==> config.mk <==
export PLATFORM = sky130hd
export DESIGN_NAME = multi_cycle_control_unit
export DESIGN_NICKNAME = d
export VERILOG_FILES = /design/src/rtl/multi_cycle_control_unit.sv
export SDC_FILE = /design/constraint.sdc
export NUM_CORES = 1
export LEC_CHECK = 0
export CORE_MARGIN = 4
export CORE_UTILIZATION = 35
export DETAILED_ROUTE_END_ITERATION = 6
export PLACE_DENSITY = 0.82
export SLEW_MARGIN = 20
export SYNTH_ARGS = -nofsm -noshare
export SYNTH_HDL_FRONTEND = slang
export SYNTH_SLANG_ARGS = --single-unit
==> constraint.sdc <==
create_clock -name clk -period 1.8 [get_ports clk]
set_input_delay 0.18 -clock clk [delete_from_list [all_inputs] [get_ports clk]]
set_output_delay 0.18 -clock clk [all_outputs]
set_load 0.05 [all_outputs]
==> src/rtl/multi_cycle_control_unit.sv <==
// rtl/multi_cycle_control_unit.sv - IF/ID/EX/MEM/WB sequencing FSM for the multi-cycle RV32I core
module multi_cycle_control_unit (
    input  logic       clk,
    input  logic       reset_n,
    input  logic [6:0] opcode,
    input  logic       mem_ready,
    input  logic       halt_req,
    output logic       pc_write,
    output logic       pc_write_cond,
    output logic       pc_source,
    output logic       i_or_d,
    output logic       mem_read,
    output logic       mem_write,
    output logic       ir_write,
    output logic [1:0] alu_src_a,
    output logic [1:0] alu_src_b,
    output logic       alu_control,
    output logic [1:0] mem_to_reg,
    output logic       reg_write,
    output logic       is_ecall,
    output logic       halted
);

    typedef enum logic [2:0] {
        S_IF   = 3'd0,
        S_ID   = 3'd1,
        S_EX   = 3'd2,
        S_MEM  = 3'd3,
        S_WB   = 3'd4,
        S_HALT = 3'd5
    } state_t;

    localparam logic [6:0] OP_R      = 7'b0110011;
    localparam logic [6:0] OP_I      = 7'b0010011;
    localparam logic [6:0] OP_LOAD   = 7'b0000011;
    localparam logic [6:0] OP_STORE  = 7'b0100011;
    localparam logic [6:0] OP_BRANCH = 7'b1100011;
    localparam logic [6:0] OP_JAL    = 7'b1101111;
    localparam logic [6:0] OP_JALR   = 7'b1100111;
    localparam logic [6:0] OP_ECALL  = 7'b1110011;

    localparam logic [1:0] A_PC     = 2'b00;
    localparam logic [1:0] A_CURPC  = 2'b01;
    localparam logic [1:0] A_RS1    = 2'b10;
    localparam logic [1:0] B_RS2    = 2'b00;
    localparam logic [1:0] B_FOUR   = 2'b01;
    localparam logic [1:0] B_IMM    = 2'b10;

    state_t state;
    state_t next_state;

    always_ff @(posedge clk or negedge reset_n) begin
        if (!reset_n) begin
            state <= S_IF;
        end else begin
            state <= next_state;
        end
    end

    always_comb begin
        next_state    = S_IF;
        pc_write      = 1'b0;
        pc_write_cond = 1'b0;
        pc_source     = 1'b0;
        i_or_d        = 1'b0;
        mem_read      = 1'b0;
        mem_write     = 1'b0;
        ir_write      = 1'b0;
        alu_src_a     = A_PC;
        alu_src_b     = B_RS2;
        alu_control   = 1'b0;
        mem_to_reg    = 2'b00;
        reg_write     = 1'b0;
        is_ecall      = 1'b0;
        halted        = 1'b0;

        case (state)
            S_IF: begin
                mem_read    = 1'b1;
                alu_src_b   = B_FOUR;
                alu_control = 1'b1;
                if (mem_ready) begin
                    ir_write   = 1'b1;
                    pc_write   = 1'b1;
                    next_state = S_ID;
                end else begin
                    next_state = S_IF;
                end
            end
            S_ID: begin
                // Precompute the branch/JAL target into ALUOut while decoding.
                alu_src_a   = A_CURPC;
                alu_src_b   = B_IMM;
                alu_control = 1'b1;
                case (opcode)
                    OP_ECALL: begin
                        is_ecall   = 1'b1;
                        next_state = halt_req ? S_HALT : S_IF;
                    end
                    OP_R, OP_I, OP_LOAD, OP_STORE,
                    OP_BRANCH, OP_JAL, OP_JALR: next_state = S_EX;
                    default: next_state = S_IF;
                endcase
            end
            S_EX: begin
                case (opcode)
                    OP_R: begin
                        alu_src_a  = A_RS1;
                        next_state = S_WB;
                    end
                    OP_I: begin
                        alu_src_a  = A_RS1;
                        alu_src_b  = B_IMM;
                        next_state = S_WB;
                    end
                    OP_LOAD, OP_STORE: begin
                        alu_src_a   = A_RS1;
                        alu_src_b   = B_IMM;
                        alu_control = 1'b1;
                        next_state  = S_MEM;
                    end
                    OP_BRANCH: begin
                        alu_src_a     = A_RS1;
                        pc_write_cond = 1'b1;
                        pc_source     = 1'b1;
                        next_state    = S_IF;
                    end
                    OP_JAL: begin
                        pc_write   = 1'b1;
                        pc_source  = 1'b1;
                        next_state = S_WB;
                    end
                    OP_JALR: begin
                        alu_src_a   = A_RS1;
                        alu_src_b   = B_IMM;
                        alu_control = 1'b1;
                        pc_write    = 1'b1;
                        next_state  = S_WB;
                    end
                    default: next_state = S_IF;
                endcase
            end
            S_MEM: begin
                i_or_d = 1'b1;
                case (opcode)
                    OP_LOAD: begin
                        mem_read   = 1'b1;
                        next_state = mem_ready ? S_WB : S_MEM;
                    end
                    OP_STORE: begin
                        mem_write  = 1'b1;
                        next_state = mem_ready ? S_IF : S_MEM;
                    end
                    default: next_state = S_IF;
                endcase
            end
            S_WB: begin
                reg_write = 1'b1;
                case (opcode)
                    OP_LOAD: mem_to_reg = 2'b01;
                    OP_JAL, OP_JALR: begin
                        // Link value cur_pc+4 comes straight off the ALU.
                        mem_to_reg  = 2'b10;
                        alu_src_a   = A_CURPC;
                        alu_src_b   = B_FOUR;
                        alu_control = 1'b1;
                    end
                    default: mem_to_reg = 2'b00;
                endcase
                next_state = S_IF;
            end
            S_HALT: begin
                halted     = 1'b1;
                next_state = S_HALT;
            end
            default: next_state = S_IF;
        endcase

        // Strobes must drop the moment reset asserts, not at the next edge.
        if (!reset_n) begin
            pc_write      = 1'b0;
            pc_write_cond = 1'b0;
            pc_source     = 1'b0;
            i_or_d        = 1'b0;
            mem_read      = 1'b0;
            mem_write     = 1'b0;
            ir_write      = 1'b0;
            alu_src_a     = A_PC;
            alu_src_b     = B_RS2;
            alu_control   = 1'b0;
            mem_to_reg    = 2'b00;
            reg_write     = 1'b0;
            is_ecall      = 1'b0;
            halted        = 1'b0;
        end
    end

endmodule

==> results.sh, run 1 <==
export IMPL_p_sw_w=0.000153
export IMPL_worstReg2RegStart="state[2]$_DFF_PN0_"
export IMPL_synth_adder_area_share=0
export IMPL_setup_ws_ns=-0.00312
export IMPL_synth_seq_cells=3
export IMPL_sequential_to_total_area_share_from_yosys_stat=0.153
export IMPL_grt_overflow_total=0
export IMPL_final_cells=127
export IMPL_die_h_microns=45.4
export IMPL_timing_final_crit_share=1.00
export IMPL_yosys_warnings=0
export IMPL_nets=124
export IMPL_initialDrtViolationCount=20
export IMPL_cp_data_required_time_ns=1.62
export IMPL_detail_route_first_pass_iterations=4
export IMPL_irDropWorstVdd_mv=0.302
export IMPL_placeableCoreArea_sq_um=1320
export IMPL_place_gp_congestion=0.859
export IMPL_grt_first_pass_wirelength_microns=2930
export IMPL_largest_register="state"
export IMPL_area_added_between_synthesis_and_finish_pct=131
export IMPL_synth_edf_count=0
export IMPL_largest_net_degree_at_the_start_of_global_routing=10
export IMPL_final_period_minus_worst_setup_slack_ns=1.80
export IMPL_drt_antenna_violating_nets=0
export IMPL_antenna_diode_count=0
export IMPL_logic_depth_of_the_worst_register_to_register_path=4
export IMPL_p_int_w=0.000250
export IMPL_yosys_area_share_simple=0.510
export IMPL_post_cts_hold_buffer_count=0
export IMPL_die_area_sq_um=2060
export IMPL_worstPathMaxFanout=5
export IMPL_setup_viol=1
export IMPL_final_cell_area_sq_um=1130
export IMPL_place_inst=122
export IMPL_max_cap_viol_count=0
export IMPL_viasPerCell=5.69
export IMPL_dpl_instance_area_sq_um=1060
export IMPL_io_pins=28
export IMPL_synth_area_mux_share=0
export IMPL_wire_per_inst_microns=16.2
export IMPL_detailroute_via_count=723
export IMPL_finalHoldViolations=0
export IMPL_post_synth_inst_count=69
export IMPL_worstSetupPathType="in2out"
export IMPL_cts_root_buf="clkbuf_4"
export IMPL_p_leak_nw=0.488
export IMPL_tritoncts_clock_tree="yes"
export IMPL_post_synth_xor_area_fraction=0
export IMPL_clock_power_share=0.320
export IMPL_power_combinational_fraction=0.491
export IMPL_register_clock_pin_slew_on_the_reported_worst_setup_and_hold_paths_ns=0.04
export IMPL_outcome="complete, but fails checks"
export IMPL_rsz0062_at_grt="yes"
export IMPL_detailedPlace_worstSlack_ns=-0.217
export IMPL_largest_registers="state x3"
export IMPL_relative_slew_slack=0.801
export IMPL_power_density_nw_per_um2=355
export IMPL_seq_power_share=0.190
export IMPL_buffer_ports_inserted=27
export IMPL_postSynth_topFlopCell="dfrtp_1"
export IMPL_clock_sink_count=3
export IMPL_fmaxAchievable_mhz=555
export IMPL_start_util=0.372
export IMPL_critical_path_endpoint="mem_read"
export IMPL_largest_family_of_logic_cells_by_synthesized_area="simple AND/OR/NAND/NOR gates"
export IMPL_worstSetupStartpointType="input port"
export IMPL_syn_cell_area_sq_um=490
export IMPL_holdCritPathClass="in2async"
export IMPL_holdWs_ns=0.223
export IMPL_postSynthNetCount=80
export IMPL_cts_buffer_depth=2
export IMPL_detail_route_wirelength_microns=2050
export IMPL_placementRows=13
export IMPL_synth_compound_area_share=0.227
export IMPL_worstSetupEndpointType="output pin"
export IMPL_layout_drive_gt1_share=0.527
export IMPL_finClkSkew_ns=0.00527
export IMPL_regToRegSetupSlack_ns=0.23
export IMPL_synth_async_reset_ratio=1.00
export IMPL_timing_final_max_slew_violations=0
export IMPL_post_dp_hpwl_microns=1420
export IMPL_violations_in_the_final_reports="setup timing"
export IMPL_setup_tns_final_ns=-0.00312
export IMPL_cts_htree_levels=1
export IMPL_fp_dieW_microns=45.4
export IMPL_postSynthAreaPerCell_sq_um=7.11
export IMPL_synthDistinctLibCells=34
export IMPL_launch_point_of_the_critical_path="opcode[3]"
export IMPL_switching_share=0.379
export IMPL_cts_buffers_inserted=3
export IMPL_critical_path_reg2reg_endpoint="state[2]$_DFF_PN0_"
export IMPL_initial_antenna_violation_count=0
export IMPL_data_arrival_time_of_the_worst_path_ns=1.62
export IMPL_vias_in_the_first_global_route=660
export IMPL_post_route_drc_count=0
export IMPL_tightestPinTransition_ns=0.298
export IMPL_nFillCells=72
export IMPL_clock_latency_of_the_later_clocked_register_in_the_worst_skew_pair_ns=0.25
export IMPL_number_of_flip_flops_in_the_largest_register=3
export IMPL_grt_util_all_layers=0.196
power groups by stage:
stage,clock (W),sequential [W],combinational (W)
after floorplan,0,0.0000728,0.0000933
after global placement,0,0.0000763,0.000188
after detailed placement,0,0.0000764,0.000192
after CTS,0.000130,0.0000756,0.000192
after global routing,0.000139,0.0000766,0.000208
final,0.000129,0.0000762,0.000197
Yosys cell counts (2+ instances only):
cell type  n  area, sq um
a21oi_1    2         10.0
o21ai_0    7         35.0
nor3b_1    2         15.0
nor2b_1    3         18.8
dfrtp_1    3         75.1
inv_1      3         11.3
nor3_1     4         20.0
nand2_1    9         33.8
nor2_1     9         33.8
nand3_1    2         10.0
nand4_1    2         12.5
critical path, cell delays in order:
cell,delay (ns)
dlygate4sd2_1,0.25
nand4bb_4,0.24
or3_4,0.38
nor3_2,0.19
o21a_1,0.21
buf_12,0.16
kinds of logic (layout without fill, tap and decap cells):
logic type	Yosys count	in the layout
flops	3	3
compound gates	17	17
buf+inv	7	50
simple gates	42	42
metrics by stage:
step,utilization,total power [W]
final,0.860,0.000402
after global routing,0.860,0.000424
after CTS,0.838,0.000398
after detailed placement,0.803,0.000268
after global placement,0.803,0.000264
after floorplan,-,0.000166
how the worst min path moves through the flow:
stage / start / endpoint / depth (start not counted)
after floorplan: reset_n / state[0]$_DFF_PN0_ / 0
after global placement: reset_n / state[0]$_DFF_PN0_ / 2
after detailed placement: reset_n / state[2]$_DFF_PN0_ / 2
after CTS: reset_n / state[2]$_DFF_PN0_ / 2
after global routing: reset_n / state[2]$_DFF_PN0_ / 2
final: reset_n / state[2]$_DFF_PN0_ / 2
layout by cell type, fill, tap and decap left out, drive strengths merged:
cell           instances
o211ai                 1
and4b                  1
dfrtp                  3
nor2                   9
dlygate4sd2            5
dlymetal6s2s           2
clkdlybuf4s50          3
o21a                   1
o22ai                  1
buf                   33
clkbuf                 4
and3                   1
nand4                  2
or3                    1
or4                    1
nand4bb                1
and4                   1
nand2                  9
or2b                   1
nor3                   4
o21ai                  7
a22oi                  1
nor4                   1
a21oi                  2
and3b                  1
o21bai                 1
a221o                  1
a32o                   1
o22a                   1
nor2b                  3
and2b                  1
nor3b                  2
nand3                  2
inv                    3
nand3b                 1
metal layers:
layer	global-route usage	part of all wire	routed length, microns
met1	0.206	0.37	756
met2	0.348	0.55	1120
met3	0.0395	0.067	137
met4	0.123	0.018	36
met5	0	0	0
final cells by class:
class	instances	area, sq um	area share
repair buffers	43	559	0.493
multi-input cells	59	442	0.390
flip-flops and latches	3	76.3	0.0673
clock buffers	4	26.3	0.0232
well taps	15	18.8	0.0166
inverters	3	11.3	0.00993
repair_timing:
item / 4_1_cts / 5_1_grt
cloned: 0 / 0
pin swaps: 6 / 5
resized for setup: 13 / 8
setup buffers: 0 / 1
setup endpoints to repair: 8 / 14
Note: power is estimated with default switching activity, not from simulation.
==> run 2, diff against run 1 <==
--- a/config.mk
+++ b/config.mk
@@ -8,6 +8,7 @@
 export CORE_MARGIN = 4
 export CORE_UTILIZATION = 35
 export DETAILED_ROUTE_END_ITERATION = 6
+export GPL_TIMING_DRIVEN = 1
 export PLACE_DENSITY = 0.82
 export SLEW_MARGIN = 20
 export SYNTH_ARGS = -nofsm -noshare
==> results of run 2 <==
No change in the layout: final DEF, timing and power equal those of run 1.
